File: src/rtl/mpf_vtp_page_split_pkg.sv
// Shared helpers for the VTP write-channel page splitter: beat classification
// and the page arithmetic used to size each page-contained piece.
package mpf_vtp_page_split_pkg;

  // What an accepted input beat does to the outgoing command fields.
  typedef enum logic [1:0] {
    BEAT_HOLD  = 2'd0,  // continue the current piece, only data changes
    BEAT_SOP   = 2'd1,  // first beat of a source burst
    BEAT_PIECE = 2'd2   // first beat of a follow-on piece in the next page
  } t_beat_kind;

  // Number of cache lines in one translation page.
  function automatic int page_lines(input int page_size, input int line_bytes);
    return page_size / line_bytes;
  endfunction

  // Length of the piece starting at line offset 'off' within a page when
  // 'rem' lines are still to be sent: stop at whichever comes first.
  function automatic logic [31:0] piece_len(input logic [31:0] rem,
                                            input logic [31:0] off,
                                            input logic [31:0] pg_lines);
    logic [31:0] room;
    room = pg_lines - off;
    return (rem < room) ? rem : room;
  endfunction

endpackage

File: src/rtl/mpf_vtp_avalon_wr_page_split.sv
// Avalon write-channel splitter: cuts any burst that crosses a PAGE_SIZE page
// into page-contained pieces so the downstream VTP stage translates exactly
// once per presented burst. All pieces but the last carry NO_REPLY so the
// source still sees one write response per original burst.
module mpf_vtp_avalon_wr_page_split
  import mpf_vtp_page_split_pkg::*;
#(
  parameter int ADDR_WIDTH      = 42,
  parameter int DATA_WIDTH      = 512,
  parameter int BURST_CNT_WIDTH = 7,
  parameter int USER_WIDTH      = 8,
  parameter int PAGE_SIZE       = 4096,
  parameter int UFLAG_NO_REPLY  = 0,
  parameter int UFLAG_FENCE     = 1,
  parameter int UFLAG_INTERRUPT = 2
) (
  input  logic                       clk,
  input  logic                       reset_n,

  input  logic                       in_write,
  output logic                       in_waitrequest,
  input  logic [ADDR_WIDTH-1:0]      in_address,
  input  logic [BURST_CNT_WIDTH-1:0] in_burstcount,
  input  logic [DATA_WIDTH-1:0]      in_writedata,
  input  logic [DATA_WIDTH/8-1:0]    in_byteenable,
  input  logic [USER_WIDTH-1:0]      in_user,

  output logic                       out_write,
  input  logic                       out_waitrequest,
  output logic [ADDR_WIDTH-1:0]      out_address,
  output logic [BURST_CNT_WIDTH-1:0] out_burstcount,
  output logic [DATA_WIDTH-1:0]      out_writedata,
  output logic [DATA_WIDTH/8-1:0]    out_byteenable,
  output logic [USER_WIDTH-1:0]      out_user,

  output logic [31:0]                split_count
);

  localparam int LINE_BYTES = DATA_WIDTH / 8;
  localparam int PAGE_LINES = page_lines(PAGE_SIZE, LINE_BYTES);
  localparam int OFF_W      = $clog2(PAGE_LINES);
  localparam int BC_W       = BURST_CNT_WIDTH;

  localparam logic [BC_W-1:0]       BC_ONE    = BC_W'(1);
  localparam logic [ADDR_WIDTH-1:0] PAGE_STEP = ADDR_WIDTH'(PAGE_LINES);

  // Burst tracking carried between beats.
  typedef struct packed {
    logic                  in_burst;   // 0: next accepted beat is a source SOP
    logic [BC_W-1:0]       in_rem;     // source beats still to come
    logic [BC_W-1:0]       piece_rem;  // beats left in the current piece
    logic [ADDR_WIDTH-1:0] next_addr;  // line address of the next page
    logic [USER_WIDTH-1:0] sop_user;   // user flags latched at SOP
  } t_page_split_state;

  t_page_split_state state_q, state_d;

  logic                  out_write_q,      out_write_d;
  logic [ADDR_WIDTH-1:0] out_address_q,    out_address_d;
  logic [BC_W-1:0]       out_burstcount_q, out_burstcount_d;
  logic [DATA_WIDTH-1:0] out_writedata_q,  out_writedata_d;
  logic [LINE_BYTES-1:0] out_byteenable_q, out_byteenable_d;
  logic [USER_WIDTH-1:0] out_user_q,       out_user_d;
  logic [31:0]           split_count_q,    split_count_d;

  logic                  accept;
  t_beat_kind            beat_kind;
  logic [OFF_W-1:0]      sop_off;
  logic                  sop_nosplit;
  logic [BC_W:0]         sop_first;
  logic [ADDR_WIDTH-1:0] sop_page_next;
  logic [BC_W-1:0]       piece_new_len;
  logic                  piece_more;

  // Single output register: the source stalls only while a held beat stalls.
  assign in_waitrequest = out_write_q && out_waitrequest;
  assign accept         = in_write && !in_waitrequest;

  // SOP sizing: fences and interrupts are never split so their ordering
  // semantics stay attached to one command.
  assign sop_off       = in_address[OFF_W-1:0];
  assign sop_nosplit   = in_user[UFLAG_FENCE] | in_user[UFLAG_INTERRUPT];
  assign sop_first     = sop_nosplit ? {1'b0, in_burstcount}
                       : (BC_W+1)'(piece_len(32'(in_burstcount), 32'(sop_off),
                                             32'(PAGE_LINES)));
  assign sop_page_next = {in_address[ADDR_WIDTH-1:OFF_W], {OFF_W{1'b0}}} + PAGE_STEP;

  // Follow-on pieces always start page-aligned.
  assign piece_new_len = BC_W'(piece_len(32'(state_q.in_rem), 32'd0, 32'(PAGE_LINES)));
  assign piece_more    = 32'(state_q.in_rem) > 32'(PAGE_LINES);

  // Classify the beat currently presented by the source.
  always_comb begin
    if (!state_q.in_burst) begin
      beat_kind = BEAT_SOP;
    end else if (state_q.piece_rem == '0) begin
      beat_kind = BEAT_PIECE;
    end else begin
      beat_kind = BEAT_HOLD;
    end
  end

  // Next-state for burst tracking and the output register.
  always_comb begin
    state_d          = state_q;
    out_write_d      = out_write_q;
    out_address_d    = out_address_q;
    out_burstcount_d = out_burstcount_q;
    out_writedata_d  = out_writedata_q;
    out_byteenable_d = out_byteenable_q;
    out_user_d       = out_user_q;
    split_count_d    = split_count_q;

    if (out_write_q && !out_waitrequest) begin
      out_write_d = 1'b0;
    end

    if (accept) begin
      out_write_d       = 1'b1;
      out_writedata_d   = in_writedata;
      out_byteenable_d  = in_byteenable;
      state_d.in_rem    = state_q.in_rem - BC_ONE;
      state_d.piece_rem = state_q.piece_rem - BC_ONE;
      state_d.in_burst  = (state_q.in_rem != BC_ONE);

      case (beat_kind)
        BEAT_SOP: begin
          out_address_d    = in_address;
          out_burstcount_d = sop_first[BC_W-1:0];
          out_user_d       = in_user;
          if (sop_first < {1'b0, in_burstcount}) begin
            out_user_d[UFLAG_NO_REPLY] = 1'b1;
          end
          state_d.in_rem    = in_burstcount - BC_ONE;
          state_d.piece_rem = sop_first[BC_W-1:0] - BC_ONE;
          state_d.next_addr = sop_page_next;
          state_d.sop_user  = in_user;
          state_d.in_burst  = (in_burstcount != BC_ONE);
        end
        BEAT_PIECE: begin
          out_address_d    = state_q.next_addr;
          out_burstcount_d = piece_new_len;
          out_user_d       = state_q.sop_user;
          if (piece_more) begin
            out_user_d[UFLAG_NO_REPLY] = 1'b1;
          end
          state_d.next_addr = state_q.next_addr + PAGE_STEP;
          state_d.piece_rem = piece_new_len - BC_ONE;
          split_count_d     = (split_count_q == '1) ? split_count_q
                                                    : split_count_q + 32'd1;
        end
        default: begin
          // Mid-piece beat: command fields keep the piece's values.
        end
      endcase
    end
  end

  // State and output registers; reset drops any partial burst and held beat.
  always_ff @(posedge clk or negedge reset_n) begin
    if (!reset_n) begin
      state_q          <= '0;
      out_write_q      <= 1'b0;
      out_address_q    <= '0;
      out_burstcount_q <= '0;
      out_writedata_q  <= '0;
      out_byteenable_q <= '0;
      out_user_q       <= '0;
      split_count_q    <= '0;
    end else begin
      state_q          <= state_d;
      out_write_q      <= out_write_d;
      out_address_q    <= out_address_d;
      out_burstcount_q <= out_burstcount_d;
      out_writedata_q  <= out_writedata_d;
      out_byteenable_q <= out_byteenable_d;
      out_user_q       <= out_user_d;
      split_count_q    <= split_count_d;
    end
  end

  assign out_write      = out_write_q;
  assign out_address    = out_address_q;
  assign out_burstcount = out_burstcount_q;
  assign out_writedata  = out_writedata_q;
  assign out_byteenable = out_byteenable_q;
  assign out_user       = out_user_q;
  assign split_count    = split_count_q;

  // A zero-length burst would wrap the beat counters; flag it in simulation.
  a_burstcount_nonzero: assert property (
    @(posedge clk) disable iff (!reset_n)
      (accept && !state_q.in_burst) |-> (in_burstcount != '0)
  ) else $fatal(1, "burstcount 0 accepted at SOP");

endmodule
File: config.mk
export PLATFORM = sky130hd
export DESIGN_NAME = mpf_vtp_avalon_wr_page_split
export DESIGN_NICKNAME = d
export VERILOG_FILES = /design/src/rtl/mpf_vtp_page_split_pkg.sv /design/src/rtl/mpf_vtp_avalon_wr_page_split.sv
export SDC_FILE = /design/constraint.sdc
export NUM_CORES = 2
export LEC_CHECK = 0
export BUFFER_PORTS_ARGS = -buffer_cell sky130_fd_sc_hd__buf_2
export CORE_AREA = 2 2 511 513
export DETAILED_ROUTE_END_ITERATION = 6
export DIE_AREA = 0 0 513 515
export GPL_TIMING_DRIVEN = 0
export HOLD_SLACK_MARGIN = 0.06
export PLACE_DENSITY = 0.3
export SLEW_MARGIN = 20
export SYNTH_ARGS = -nofsm -noshare
export SYNTH_HDL_FRONTEND = slang
export SYNTH_SLANG_ARGS = --single-unit
File: constraint.sdc
create_clock -name clk -period 7.57 [get_ports clk]
set_input_delay 1.514 -clock clk [delete_from_list [all_inputs] [get_ports clk]]
set_output_delay 1.514 -clock clk [all_outputs]
set_load 0.01 [all_outputs]
Yosys cells after proc, flatten, opt, wreduce, memory -nomap -nowiden
Index checks and enable logic that the tools add are counted.
{"block": "op_classes", "n_reduce_logical": 11, "mux": 14, "n_bitwise": 2, "n_addsub": 9, "eq_ne": 5, "magnitude_cmp": 4}
{"operator": "one-hot mux 49 bit (2 select lines)", "count": 1}
{"operator": "adder 42 x 7 -> 42 bit, second input constant", "count": 2}
{"operator": "one-hot mux 42 bit (2 select lines)", "count": 1}
{"operator": "subtractor 7 x 1 -> 7 bit, second input constant", "count": 5}
{"operator": "adder 32 x 1 -> 32 bit, second input constant", "count": 1}
{"operator": "equality test 32 bit, second input constant", "count": 1}
{"operator": "less-than comparator 7 x 32 -> 1 bit", "count": 1}
{"operator": "two-way mux 8 bit", "count": 3}
{"operator": "one-hot mux 8 bit (2 select lines)", "count": 1}
{"operator": "inequality test 7 x 1 -> 1 bit, second input constant", "count": 2}
{"operator": "one-hot mux 7 bit (2 select lines)", "count": 1}
{"operator": "less-than comparator 8 x 7 -> 1 bit", "count": 1}
{"operator": "subtractor 7 x 6 -> 8 bit, first input constant", "count": 1}
{"operator": "greater-than comparator 7 bit, second input constant", "count": 1}
{"operator": "zero test 7 bit", "count": 1}
{"operator": "less-than comparator 7 bit, second input constant", "count": 1}
{"operator": "two-way mux 7 bit", "count": 1}
{"operator": "two-way mux 1 bit", "count": 4}
{"operator": "two-way mux 2 bit", "count": 2}
{"operator": "AND reduction 2 bit", "count": 2}
{"operator": "nonzero test 2 bit", "count": 2}
{"operator": "logical AND 1 bit", "count": 3}
{"operator": "AND reduction 3 bit", "count": 1}
{"operator": "equality test 2 x 1 -> 1 bit, second input constant", "count": 1}
{"operator": "4 further kinds", "count": 5}
{"block": "word_totals", "ff_bits": 731, "output_inout_bits": 667, "in_bits": 637}

Logic depth before layout (Yosys ltp)
{"block": "depth", "depth_word": 7, "ltp_mapped": 17, "depth_no_buf": 17}

Worst setup path after synthesis
No wires, ideal clock.
{"block": "synth_timing", "path_type": "input to register", "startpoint": "in in_address[0]", "endpoint": "reg out_user_q[0], in the netlist out_user[0]", "arrival_time_ns": 4.251, "setup_ns": 0.086, "cell_stages": 15, "n_path_buf": 0, "path_slack_ns": 3.233, "cell_sequence": "inv_1 ha_1 xnor2_1 inv_1 ha_1 a211oi_1 o21ai_0 a21oi_2 o21ai_0 ha_1 a21o_1 a211o_1 o21ai_0 a21oi_1 nor3_1"}
{"block": "synth_via", "elab_chain_cells": 7}
{"element": "start: declaration", "line": "mpf_vtp_avalon_wr_page_split.sv:22", "text": "input logic [ADDR_WIDTH-1:0] in_address,"}
{"element": "subtractor 7 x 6 -> 8 bit (*)", "line": "mpf_vtp_page_split_pkg.sv:23", "text": "room = pg_lines - off;"}
{"element": "less-than comparator 7 x 32 -> 1 bit", "line": "mpf_vtp_page_split_pkg.sv:24", "text": "return (rem < room) ? rem : room;"}
{"element": "two-way mux 8 bit (*)", "line": "mpf_vtp_page_split_pkg.sv:24"}
{"element": "two-way mux 8 bit (*)", "line": "mpf_vtp_avalon_wr_page_split.sv:83", "text": "assign sop_first = sop_nosplit ? {1'b0, in_burstcount}"}
{"element": "less-than comparator 8 x 7 -> 1 bit (*)", "line": "mpf_vtp_avalon_wr_page_split.sv:131", "text": "if (sop_first < {1'b0, in_burstcount}) begin"}
{"element": "two-way mux 1 bit (*)", "line": "mpf_vtp_avalon_wr_page_split.sv:131"}
{"element": "one-hot mux 8 bit (2 select lines) (*)", "line": "mpf_vtp_avalon_wr_page_split.sv:126", "text": "case (beat_kind)"}
{"element": "end signal: assignment", "line": "mpf_vtp_avalon_wr_page_split.sv:177", "text": "out_user_q <= out_user_d;"}
{"element": "end: declaration", "line": "mpf_vtp_avalon_wr_page_split.sv:63", "text": "logic [USER_WIDTH-1:0] out_user_q, out_user_d;"}
Mark *: on every way between the ends. The rest lies on a longest branch, timed or not.
A chain may end at the register's enable or synchronous reset.

Worst setup path after layout
{"block": "layout_timing", "startpoint": "reg state_q[64] in the netlist's numbering", "endpoint": "reg state_q[48] in the netlist's numbering"}
{"block": "layout_via", "elab_chain_cells": 4}
{"element": "start: declaration", "line": "mpf_vtp_avalon_wr_page_split.sv:56", "text": "t_page_split_state state_q, state_d;"}
{"element": "start signal: assignment", "line": "mpf_vtp_avalon_wr_page_split.sv:171", "text": "state_q <= state_d;"}
{"element": "two-way mux 2 bit (*)", "line": "mpf_vtp_avalon_wr_page_split.sv:94", "text": "if (!state_q.in_burst) begin"}
{"element": "equality test 2 x 1 -> 1 bit or equality test 2 bit (tied branches)", "line": "mpf_vtp_avalon_wr_page_split.sv:126"}
{"element": "nonzero test 2 bit (no source line)"}
{"element": "AND reduction 2 bit (no source line)"}
Marked as above.

==> flow_metrics.env <==
export IMPL_worst_path_max_fanout=10
export IMPL_ys_ff_latch=725
export IMPL_hold_depth=2
export IMPL_fin_cells=8451
export IMPL_worstMarginPinSlew_ns=1.093
export IMPL_cpLargestDelayFamily="simple AND/OR/NAND/NOR gates"
export IMPL_timing_critical_path_buf_inv=4
export IMPL_ys_warn_count=0
export IMPL_multi_input_area_um2=11590
export IMPL_totalPowerFinal_mw=13.75
export IMPL_drc=0
export IMPL_cts_sinks=725
export IMPL_worstHoldEndpoint="out_writedata[399]"
export IMPL_critPathMaxStageDelay_ns=0.74
export IMPL_worst_setup_path_start_kind="flop"
export IMPL_num_vias=30780
export IMPL_synth_area_leaders="dfrtp_1 (59%), nand2_1 (23%), clkbuf_1 (2.0%)"
export IMPL_synth_edff_count=0
export IMPL_synth_area_leader_cell="dfrtp_1"
export IMPL_path_cells="or4b_4 -> or2_1 -> buf_6 -> buf_2 -> buf_1 -> clkbuf_1 -> nand2_1 -> nand2_1 -> ha_1 -> and3_1 -> or3b_1 -> mux2i_2 -> nand3_1 -> nor4b_1 -> mux2i_1 -> nand3b_1"
export IMPL_viasPerCell=3.642
export IMPL_cts_setup_buffers=0
export IMPL_worstRegToRegCells=16
export IMPL_maxCapViolCount=0
export IMPL_p_leak_nw=23.47
export IMPL_gp_congestion=0.8825
export IMPL_r2r_start="state_q[64]"
export IMPL_cts_resized=0
export IMPL_crit_required_ns=8.20
export IMPL_r2r_end="state_q[48]"
export IMPL_skew_ns=0.05006
export IMPL_finalHoldViolations=0
export IMPL_clk_pin_slew_ns=0.06
export IMPL_grt_overflow=0
export IMPL_dp_hpwl_um=180300
export IMPL_synth_cell_type_count=80
export IMPL_grt_pass1_wl_um=288500
export IMPL_ctsHtreeMaxLevel=3
export IMPL_grt_antenna_before_repair=94
export IMPL_drt_pass1_iterations=5
export IMPL_avgSynthCellArea_um2=8.702
export IMPL_rsz0062_at_grt="no"
export IMPL_grt_max_degree=116
export IMPL_p_per_area_nw_per_um2=303.5
export IMPL_wl_um=215800
export IMPL_min_period_ns=5.738
export IMPL_worst_path_stages=16
export IMPL_io_pins=1304
export IMPL_dp_slack_ns=1.833
export IMPL_r2r_slack_ns=1.83
export IMPL_num_rows=187
export IMPL_yosysSeqAreaShare=0.5933
export IMPL_min_from="out_writedata[399]"
export IMPL_clk_path_buf_depth=3
export IMPL_register_area_um2=18140
export IMPL_die_x_um=513
export IMPL_ant_nets=0
export IMPL_start_util=0.1183
export IMPL_synth_cells=3514
export IMPL_wire_per_inst_um=25.53
export IMPL_place_inst=8229
export IMPL_cp_slowest_cell="buf_1"
export IMPL_syn_area_um2=30580
export IMPL_fp_dieH_um=515
export IMPL_synthArstFlopShare=1.000
export IMPL_coreArea_um2=258500
export IMPL_drv_slew=0
export IMPL_numCtsBuffers=101
export IMPL_max_vdd_ir_drop_mv=0.1881
export IMPL_min_path_type="flop to flop"
export IMPL_areaGrowthSynthToFinish_pct=48.18
export IMPL_n_fill_cell=29570
export IMPL_worstSetupEndpointType="flop"
export IMPL_synth_ff_type="dfrtp_1"
export IMPL_finalNetCount=5589
export IMPL_setup_viol=0
export IMPL_netlist_area_leader_share=0.5933
export IMPL_cts_tree="built"
export IMPL_final_period_utilization=0.7580
export IMPL_root_buffer="clkbuf_16"
export IMPL_cp_common_cell="nand2_1"
export IMPL_arrival_ns=6.37
export IMPL_grt_pass1_vias=31390
export IMPL_die_area_um2=264200
export IMPL_criticalPathCategory="flop to flop"
export IMPL_clk_latency_ns=0.76
export IMPL_relSlewSlack=0.2715
export IMPL_synth_nets=4173
export IMPL_numPortBuffers=1302
export IMPL_fin_ws_ns=1.832
export IMPL_postCtsHoldBufs=0
export IMPL_status="completed"
export IMPL_drive_gt1_frac=0.3042
export IMPL_grt_use_total=0.1585
export IMPL_fmax_ghz=0.1743
export IMPL_drt_initial_drc_count=1858
==> how the worst max path moves through the flow <==
stage	startpoint	endpoint
final	state_q[64]	state_q[48]
after CTS	state_q[64]	state_q[46]
after global placement	reset_n	out_writedata[341]
after detailed placement	state_q[64]	state_q[48]
after floorplan	in_address[0]	out_user[0]
after global routing	state_q[64]	state_q[48]
==> cell type report <==
type,count,area share
repair buffers,1313,0.1503
diodes,32,0.001767
well taps,3402,0.09394
flip-flops and latches,725,0.4004
inverters,23,0.001905
clock inverters,37,0.01441
plain buffers,190,0.01715
multi-input cells,2576,0.2558
clock buffers,153,0.06428
==> cell usage in the layout (no fill, tap or decap), types with 22 or more instances in the layout <==
cell,netlist,routed
nor3_1,33,33
mux2i_1,24,24
and3_1,25,25
nand3_1,59,59
nor2_1,91,90
clkbuf_16,0,101
nand2_1,1902,1902
diode_2,0,32
inv_1,22,22
a21oi_1,67,67
a31oi_1,28,28
xnor2_1,39,39
dfrtp_1,725,725
clkbuf_1,159,180
ha_1,22,22
o21ai_0,69,69
buf_2,5,1307
==> power breakdown <==
part	switching [mW]	internal, mW
Combinational	2.31	1.12
Sequential	0.529	4.57
Clock	2.11	3.11
==> per-stage QoR <==
step	setup TNS (ns)	util	instance area, µm²	hold slack (ns)
4_1_cts	0	0.1749	45230	0.4712
6_report	0	0.1753	45310	0.4679
3_3_place_gp	-9778.66	0.1599	41350	0.4545
5_1_grt	0	0.1751	45260	0.4818
3_5_place_dp	0	0.1612	41670	0.4570
2_1_floorplan	0	-	30580	0.4455
==> registers in the layout, indices dropped and copies added (netlist names) <==
signal and count:
out_byteenable 64, out_write 1, out_writedata 512, out_user 8, split_count 32, out_address 42, state_q 59, out_burstcount 7
==> layer usage <==
layer / global-route usage / routed length (µm)
met1: 0.1901 / 88170
met2: 0.2703 / 104400
met3: 0.05350 / 17130
met4: 0.03841 / 5550
met5: 0 / 488
==> synth_stat cells (8+ instances only) <==
master	count
a211oi_1	12
a21oi_1	67
a31oi_1	28
and2_1	8
and3_1	25
and4_1	8
buf_1	19
clkbuf_1	159
dfrtp_1	725
ha_1	22
inv_1	22
mux2i_1	24
nand2_1	1902
nand3_1	59
nand4_1	19
nor2_1	91
nor3_1	33
o211ai_1	11
o21a_1	9
o21ai_0	69
o22ai_1	13
xnor2_1	39
xor2_1	14
==> cell families (layout without fill, tap and decap cells) <==
| family | after synthesis | count (layout) | synth area share |
|---|---|---|---|
| buffers and inverters | 213 | 1716 | 0.02770 |
| xor gates and xnor gates | 53 | 53 | 0.01518 |
| and+or+nand+nor | 2191 | 2191 | 0.2848 |
| AOI/OAI and AO/OA | 278 | 278 | 0.05917 |
| other | 0 | 32 | 0 |
| DFF | 725 | 725 | 0.5933 |
| adders and majority gates | 22 | 22 | 0.009002 |
| muxes | 32 | 32 | 0.01088 |
==> worst reg2reg max path: stages (launching register included) <==
cell,delay [ns]
dfrtp_1,0.47
or4b_4,0.33
or2_1,0.13
buf_6,0.13
buf_2,0.27
buf_1,0.74
clkbuf_1,0.69
nand2_1,0.17
nand2_1,0.09
ha_1,0.28
and3_1,0.24
or3b_1,0.40
mux2i_2,0.49
nand3_1,0.43
nor4b_1,0.46
mux2i_1,0.23
nand3b_1,0.09
Note: power is estimated with default switching activity, not from simulation.
